## src/rtl/sa_result_collector.sv

```systemverilog
// sa_result_collector
//   Drain side of the systolic array. Each column's skewed int32 partial sums
//   are post-processed (rounding arithmetic right shift with saturating
//   rounding add, optional ReLU), queued in a per-column FIFO, and
//   re-assembled into complete rows handed out over a valid/ready port.
// Ports
//   clk, rst             rising-edge clock, synchronous active-high reset
//   en_down, data_down   per-column result strobe / value from the array
//   start, row_count     begin a tile of row_count rows (sampled in IDLE only)
//   cfg_shift, cfg_relu  post-processing config, latched with start
//   out_valid/out_ready  row handshake; out_data lane j = column j
//   out_last             qualifies out_valid: final row of the tile
//   busy, done           state != IDLE / one-cycle tile-complete pulse
//   overflow             sticky: some column pushed into a full FIFO

// One result lane: post-process + FIFO.
module sa_result_collector_lane #(
  parameter int L_WIDTH = 32,
  parameter int DEPTH   = 8
) (
  input  logic               clk,
  input  logic               rst,
  input  logic               flush,
  input  logic               push,
  input  logic               pop,
  input  logic [L_WIDTH-1:0] din,
  input  logic [4:0]         shift,
  input  logic               relu,
  output logic [L_WIDTH-1:0] head,
  output logic               empty,
  output logic               ovf
);
  localparam int AW = $clog2(DEPTH);

  logic [L_WIDTH-1:0] mem [DEPTH];
  logic [AW:0]        wptr, rptr;
  logic               full, do_push;
  logic [L_WIDTH-1:0] rnd, sum, r;
  logic signed [L_WIDTH-1:0] y;

  // Rounding add can only overflow upward (rnd >= 0); detect it as a
  // non-negative input whose sum turned negative and clamp to max.
  always_comb begin
    rnd = '0;
    if (shift != 5'd0) rnd = L_WIDTH'(1) << (shift - 5'd1);
    sum = din + rnd;
    r   = (!din[L_WIDTH-1] && sum[L_WIDTH-1]) ? {1'b0, {(L_WIDTH-1){1'b1}}} : sum;
    y   = $signed(r) >>> shift;
    if (relu && y[L_WIDTH-1]) y = '0;
  end

  assign empty   = (wptr == rptr);
  assign full    = (wptr[AW] != rptr[AW]) && (wptr[AW-1:0] == rptr[AW-1:0]);
  // A pop frees the slot in the same cycle, so full+push+pop still writes.
  assign do_push = push && (!full || pop);
  assign ovf     = push && full && !pop;
  assign head    = mem[rptr[AW-1:0]];

  always_ff @(posedge clk) begin
    if (rst || flush) begin
      wptr <= '0;
      rptr <= '0;
    end else begin
      if (do_push) wptr <= wptr + 1'b1;
      if (pop)     rptr <= rptr + 1'b1;
    end
  end

  always_ff @(posedge clk) begin
    if (do_push) mem[wptr[AW-1:0]] <= y;
  end
endmodule

module sa_result_collector #(
  parameter int COLS    = 5,
  parameter int L_WIDTH = 32,
  parameter int DEPTH   = 8
) (
  input  logic                          clk,
  input  logic                          rst,
  input  logic [COLS-1:0]               en_down,
  input  logic [COLS-1:0][L_WIDTH-1:0]  data_down,
  input  logic                          start,
  input  logic [7:0]                    row_count,
  input  logic [4:0]                    cfg_shift,
  input  logic                          cfg_relu,
  output logic                          out_valid,
  input  logic                          out_ready,
  output logic [COLS-1:0][L_WIDTH-1:0]  out_data,
  output logic                          out_last,
  output logic                          busy,
  output logic                          done,
  output logic                          overflow
);
  typedef enum logic [1:0] {IDLE, COLLECT, DONE} state_t;

  state_t                       state, state_nx;
  logic [7:0]                   remaining;
  logic [4:0]                   shift_q;
  logic                         relu_q;
  logic                         start_go, pop;
  logic [COLS-1:0]              lane_empty, lane_ovf;
  logic [COLS-1:0][L_WIDTH-1:0] lane_head;

  assign start_go  = (state == IDLE) && start && (row_count != 8'd0);
  assign out_valid = (state == COLLECT) && !(|lane_empty);
  assign out_last  = out_valid && (remaining == 8'd1);
  assign pop       = out_valid && out_ready;
  assign busy      = (state != IDLE);
  assign done      = (state == DONE);

  for (genvar j = 0; j < COLS; j++) begin : g_lane
    sa_result_collector_lane #(.L_WIDTH(L_WIDTH), .DEPTH(DEPTH)) u_lane (
      .clk   (clk),
      .rst   (rst),
      .flush (start_go),
      .push  ((state == COLLECT) && en_down[j]),
      .pop   (pop),
      .din   (data_down[j]),
      .shift (shift_q),
      .relu  (relu_q),
      .head  (lane_head[j]),
      .empty (lane_empty[j]),
      .ovf   (lane_ovf[j])
    );
    assign out_data[j] = out_valid ? lane_head[j] : '0;
  end

  always_comb begin
    state_nx = state;
    case (state)
      IDLE:    if (start) state_nx = (row_count != 8'd0) ? COLLECT : DONE;
      COLLECT: if (pop && out_last) state_nx = DONE;
      DONE:    state_nx = IDLE;
      default: state_nx = IDLE;
    endcase
  end

  always_ff @(posedge clk) begin
    if (rst) begin
      state     <= IDLE;
      remaining <= '0;
      shift_q   <= '0;
      relu_q    <= 1'b0;
      overflow  <= 1'b0;
    end else begin
      state <= state_nx;
      if (start_go) begin
        remaining <= row_count;
        shift_q   <= cfg_shift;
        relu_q    <= cfg_relu;
        overflow  <= 1'b0;
      end else begin
        if (pop)       remaining <= remaining - 8'd1;
        if (|lane_ovf) overflow  <= 1'b1;
      end
    end
  end
endmodule

```

## config.mk

```make
export PLATFORM = sky130hd
export DESIGN_NAME = sa_result_collector
export DESIGN_NICKNAME = d
export VERILOG_FILES = /design/src/rtl/sa_result_collector.sv
export SDC_FILE = /design/constraint.sdc
export NUM_CORES = 2
export LEC_CHECK = 0
export ABC_AREA = 1
export ABC_CLOCK_PERIOD_IN_PS = 8200
export CAP_MARGIN = 0
export CELL_PAD_IN_SITES_DETAIL_PLACEMENT = 1
export CELL_PAD_IN_SITES_GLOBAL_PLACEMENT = 1
export CORE_UTILIZATION = 50
export DETAILED_ROUTE_END_ITERATION = 10
export PLACE_DENSITY_LB_ADDON = 0.15
export SYNTH_ARGS = -nofsm -noshare
export SYNTH_HDL_FRONTEND = slang
export SYNTH_HIERARCHICAL = 1
export SYNTH_SLANG_ARGS = --single-unit
export TNS_END_PERCENT = 100
```

## constraint.sdc

```tcl
create_clock -name clk -period 8.2 [get_ports clk]
set_input_delay 1.64 -clock clk [delete_from_list [all_inputs] [get_ports clk]]
set_output_delay 1.64 -clock clk [all_outputs]
set_load 0.01 [all_outputs]
```

# == Yosys cells after proc, flatten, opt, wreduce, memory -nomap -nowiden ==
# Memories as Yosys holds them, arrays and structs flattened. A register that Yosys moved wholly into a read port is not among the register bits.
# Index checks and enable logic that the tools add are counted.
# word_totals
mem_bits_ro,0
latch_bits,0
memories,5
regBits,57
ramBits,1280
elab_cells,173
out_inout_bits,165
# mem_list
name,words,width,read_ports,rd_ports_with_merged_regs,wr,line,source
g_lane[0].u_lane.mem,8,32,1,1,1,35,logic [L_WIDTH-1:0] mem [DEPTH];
g_lane[1].u_lane.mem,8,32,1,1,1,35,
g_lane[2].u_lane.mem,8,32,1,1,1,35,
g_lane[3].u_lane.mem,8,32,1,1,1,35,
g_lane[4].u_lane.mem,8,32,1,1,1,35,
# classes
n_addsub,17
div_mod_pow,0
n_reduce_logical,68
mul,0
muxes,42
shift,6
magnitude_cmp,0
n_eq_ne,20
bitwise,0
# ops
operator,count
2-to-1 mux 32 bit,16
adder 32 bit,5
>>> shifter 32 x 5 -> 32 bit,5
logical AND 1 bit,41
adder 4 x 1 -> 4 bit (second input constant),10
<< shifter 1 x 5 -> 32 bit (first input constant),1
2-to-1 mux 3 bit,10
== test 4 bit,5
2-to-1 mux 8 bit,2
== test 3 bit,5
logical NOT 1 bit,12
2-to-1 mux 1 bit,10
OR reduction 5 bit,2
== test 8 x 1 -> 1 bit (second input constant),1
nonzero test 8 bit,1
subtractor 8 x 1 -> 8 bit (second input constant),1
logical OR 1 bit,6
2-to-1 mux 2 bit,3
inequality test 1 bit,5
nonzero test 5 bit,1
subtractor 5 x 1 -> 5 bit (second input constant),1
case mux 2 bit (2 select lines),1
nonzero test 2 bit,2
== test 2 x 1 -> 1 bit (second input constant),1
6 further kinds,6

# == Logic depth before layout (Yosys ltp) ==
# depth
ltp_word,9
ltp_mapped,32

# == Hierarchy ==
# Netlist, hierarchy kept.
# by_module_without_submodules
module,seq_area_each_um2,instances,cells_each,area_per_inst_um2
sa_result_collector_lane at g_lane[2].u_lane ...,7907.6,3,1818,15115.7
sa_result_collector_lane at g_lane[0].u_lane,7907.6,1,1823,15155.8
sa_result_collector_lane at g_lane[1].u_lane,7907.6,1,1823,15079.5
sa_result_collector,340.3,1,518,2712.6

# == Worst setup path before layout ==
# OpenSTA, ideal clock, no wires.
# synth_timing
path_type,input-to-reg
startpoint,in out_ready
endpoint,"mem g_lane[1].u_lane.mem[7][0], enable pin"
arrival_time_ns,3.909
required_ns,7.778
path_slack_ns,3.869
stages,8
cell_sequence,nand3_4 inv_2 inv_1 nand2_1 nand2_1 nor2_1 inv_1 nor2_1
# synth_between
elab_chain_len,5
# synth_lines
item,line,source
start: declaration,88,"input logic out_ready,"
logical AND 1 bit,108,assign pop = out_valid && out_ready;
net pop,101,"logic start_go, pop;"
logical OR 1 bit,55,assign do_push = push && (!full || pop);
logical AND 1 bit,55,
2-to-1 mux 1 bit,70,if (do_push) mem[wptr[AW-1:0]] <= y;
2-to-1 mux 1 bit (implied by the code),70,
end: declaration,35,
# The timed path passes the listed nets, and every way through them passes these cells.

==> run_results.csv <==
group,metric,value,unit
outcome,status,"complete, no violations",
drt,drt_iter0_markers,6869,
global_route,antenna_found_initial,19,
logic_synthesis,avgSynthCellArea,8.14,µm²
place,gp_congestion,0.999,
clock_tree,cts_resized,0,
floorplan,die_area,158000,µm²
clock_tree,cts_sinks,1352,
clock_tree,cts_max_path_buffers,3,
clock_tree,worstSkewPairLatency,0.81,ns
power,p_leak,36.6,nW
cells_and_area,nets,10101,
setup_path,critical_path_required,6.56,ns
worst_hold_path,hold_depth,2,
logic_synthesis,ys_seq_elements,1352,
logic_synthesis,synth_cell_types,47,
sta,fmax,0.163,GHz
floorplan,rows,144,
sta,tns,0,ns
cells_and_area,drive_above_1_share,6.60,%
drt,drc,0,
setup_path,cp.arrival,4.48,ns
logic_synthesis,synth_area_leaders,"edfxtp_1 49%, nor2_1 8.7%, nand2_1 8.6%, nand3_1 7.8%, inv_1 5.0%",
worst_hold_path,worstHoldStart,"g_lane[4].u_lane/wptr[0]$_SDFFE_PP0P_",
drt,drt-total-wl,282,mm
global_route,grt.total_usage,35.2,%
sta,finalSetupViolCount,0,
setup_path,r2r_cells,25,
global_route,first_global_vias,72168,
sta,slew_headroom,14.5,%
clock_tree,hold_buffers,0,
drt,first_pass_iters,6,
setup_path,path_class,"reg2out",
cells_and_area,synthToLayoutAreaGrowth,12.4,%
setup_path,r2r_start,"shift_q[0]$_SDFFE_PP0P_",
setup_path,r2r_end,"g_lane[2].u_lane/mem[4][27]$_DFFE_PP_",
power,total_power,17.7,mW
clock_tree,cts_setup_buffers,0,
cells_and_area,finish.utilization,56.9,%
setup_path,critPathCaptureType,"output pin",
logic_synthesis,ys.flop_type,"edfxtp_1",
sta,fin_skew,0.0585,ns
setup_path,r2r_setup_slack,2.09,ns
drt,antenna_left,0,
sta,fin_crit_sh,74.6,%
clock_tree,cts_buffers,145,
global_route,grt_pass1_wl,429,mm
power,max-vdd-ir-drop,198,µV
logic_synthesis,synth_common_cells,"1810 x nor2_1, 1794 x nand2_1, 1280 x edfxtp_1",
floorplan,start_util,50.6,%
floorplan,die_y,398,µm
floorplan,core,155000,µm²
logic_synthesis,ys_seq_area_share,50.9,%
floorplan,io_pins,348,
logic_synthesis,netlist_area,78300,µm²
drt,viasPerCell,5.90,
logic_synthesis,async_reset_ff_share,0,%
drt,vias,70268,
floorplan,chipWidth,398,µm
sta,fin_crit,6.12,ns
place,io_buffers,347,
place,dpl.hpwl,191,mm
logic_synthesis,yosysMostFrequentCell,"nor2_1",
power,p_per_area,201,nW/µm²
clock_tree,cts_tree,"yes",
global_route,grt_overflow,0,
sta,worst_pin_slew,1.28,ns
worst_hold_path,hold_path.class,"reg2reg",
clock_tree,clockRootBuffer,"clkbuf_16",
worst_hold_path,hold_path_end,"g_lane[4].u_lane/wptr[0]$_SDFFE_PP0P_",
clock_tree,htreeDepth,4,
drt,wl_per_cell,23.7,µm
sta,hold_violations,0,
setup_path,cp_max_fo,66,
global_route,grt_max_degree,95,
logic_synthesis,synth_fp_nets,9973,
sta,rsz0062_at_grt,"false",
setup_path,start_kind,"flip-flop",
clock_tree,clk_pin_slew,0.06,ns
job,maxCapViolCount,0,
logic_synthesis,synth_area_leader_cell,"edfxtp_1",
sta,drv_slew,0,
logic_synthesis,synth_top_area_share,49.1,%
logic_synthesis,synth_edf_count,1280,
logic_synthesis,synth-warning-count,6,
logic_synthesis,synthCells,9618,
-- critical path, cell delays in order, from the launching register on --
cell and delay, ns:
dfxtp_4 0.53, inv_2 0.87, buf_4 0.68, o21ai_0 0.19
o22ai_1 0.18, nor2_1 0.07, a31oi_1 0.33, inv_1 0.09
nor2_1 0.12, clkdlybuf4s50_1 0.57
-- metrics by stage --
step | hold WS (ns) | cell area (µm²) | cells | setup slack [ns]
6_report | 0.487 | 88000 | 11913 | 2.08
5_1_grt | 0.510 | 88000 | 11908 | 1.72
4_1_cts | 0.487 | 88000 | 11908 | 2.09
3_5_place_dp | 0.475 | 83200 | 11643 | 2.31
3_3_place_gp | 0.470 | 83200 | 11643 | 2.52
2_1_floorplan | 0.445 | 78300 | 9618 | 3.87
-- final cells by class --
type	count	area, µm²
Clock inverter	84	955
Fill cell	18484	66700
Multi-Input combinational cell	6711	32400
Antenna cell	5	12.5
Inverter	1081	4060
Clock buffer	181	3820
Timing Repair Buffer	455	4310
Sequential cell	1352	39900
Tap cell	2044	2560
-- layout by cell type (no fill, tap or decap), drive strengths merged --
| cell | netlist | final |
|---|---|---|
| a211oi | 11 | 11 |
| a21o | 5 | 5 |
| a21oi | 181 | 181 |
| a31oi | 160 | 160 |
| and2 | 22 | 22 |
| and3 | 5 | 5 |
| buf | 191 | 108 |
| bufinv | 0 | 10 |
| clkbuf | 283 | 181 |
| clkdlybuf4s50 | 0 | 347 |
| clkinv | 18 | 70 |
| clkinvlp | 0 | 8 |
| dfxtp | 72 | 72 |
| diode | 0 | 5 |
| edfxtp | 1280 | 1280 |
| fa | 5 | 5 |
| ha | 167 | 167 |
| inv | 1063 | 1077 |
| nand2 | 1847 | 1847 |
| nand3 | 1282 | 1282 |
| nand3b | 16 | 16 |
| nand4 | 65 | 65 |
| nor2 | 1920 | 1920 |
| nor3 | 39 | 39 |
| nor3b | 14 | 14 |
| nor4 | 3 | 3 |
| o211ai | 2 | 2 |
| o21ai | 691 | 691 |
| o21bai | 5 | 5 |
| o22ai | 160 | 160 |
| or2 | 18 | 18 |
| xnor2 | 76 | 76 |
| xor2 | 17 | 17 |
-- how the worst max path moves through the flow --
stage / endpoint / cells after the start / slack [ns] / startpoint
floorplan: g_lane[1].u_lane/mem[7][0]$_DFFE_PP_ / 8 / 3.87 / out_ready
global placement: g_lane[2].u_lane/mem[0][27]$_DFFE_PP_ / 25 / 2.52 / shift_q[0]$_SDFFE_PP0P_
detailed placement: g_lane[2].u_lane/mem[2][27]$_DFFE_PP_ / 25 / 2.31 / shift_q[0]$_SDFFE_PP0P_
CTS: out_data[79] / 9 / 2.09 / flip-flop
global route: g_lane[2].u_lane/mem[4][25]$_DFFE_PP_ / 25 / 1.72 / shift_q[0]$_SDFFE_PP0P_
finish: out_data[65] / 9 / 2.08 / flip-flop
-- logic make-up after synthesis --
family	count (synthesis)	synth area share [%]
fa+ha+maj	172	2.80
flops	1352	50.9
simple gates	5231	28.7
buf+inv	1555	8.08
xor+xnor	93	1.04
compound gates	1215	8.40
-- registers in the layout, indices dropped and copies added, names as in the netlist, named ones only --
name,cells
g_lane.u_lane/mem,1280
g_lane.u_lane/rptr,20
g_lane.u_lane/wptr,20
overflow,1
relu_q,1
remaining,8
shift_q,5
state,2
-- where the power goes --
| part | total (mW) | internal, mW | switching (mW) |
|---|---|---|---|
| combinational | 2.94 | 0.751 | 2.19 |
| sequential | 8.15 | 8.08 | 0.0694 |
| clock | 6.60 | 3.69 | 2.91 |
-- metal layers --
metal  vias to the layer above  share of wire, %  GRT usage [%]
met2                      2711                47           57.2
met5                         -             0.057              0
met3                       501               7.5           5.85
met4                        26               3.5           12.6
li1                      32349                 -              -
met1                     34681                42           47.4
Note: power is estimated with default switching activity, not from simulation.
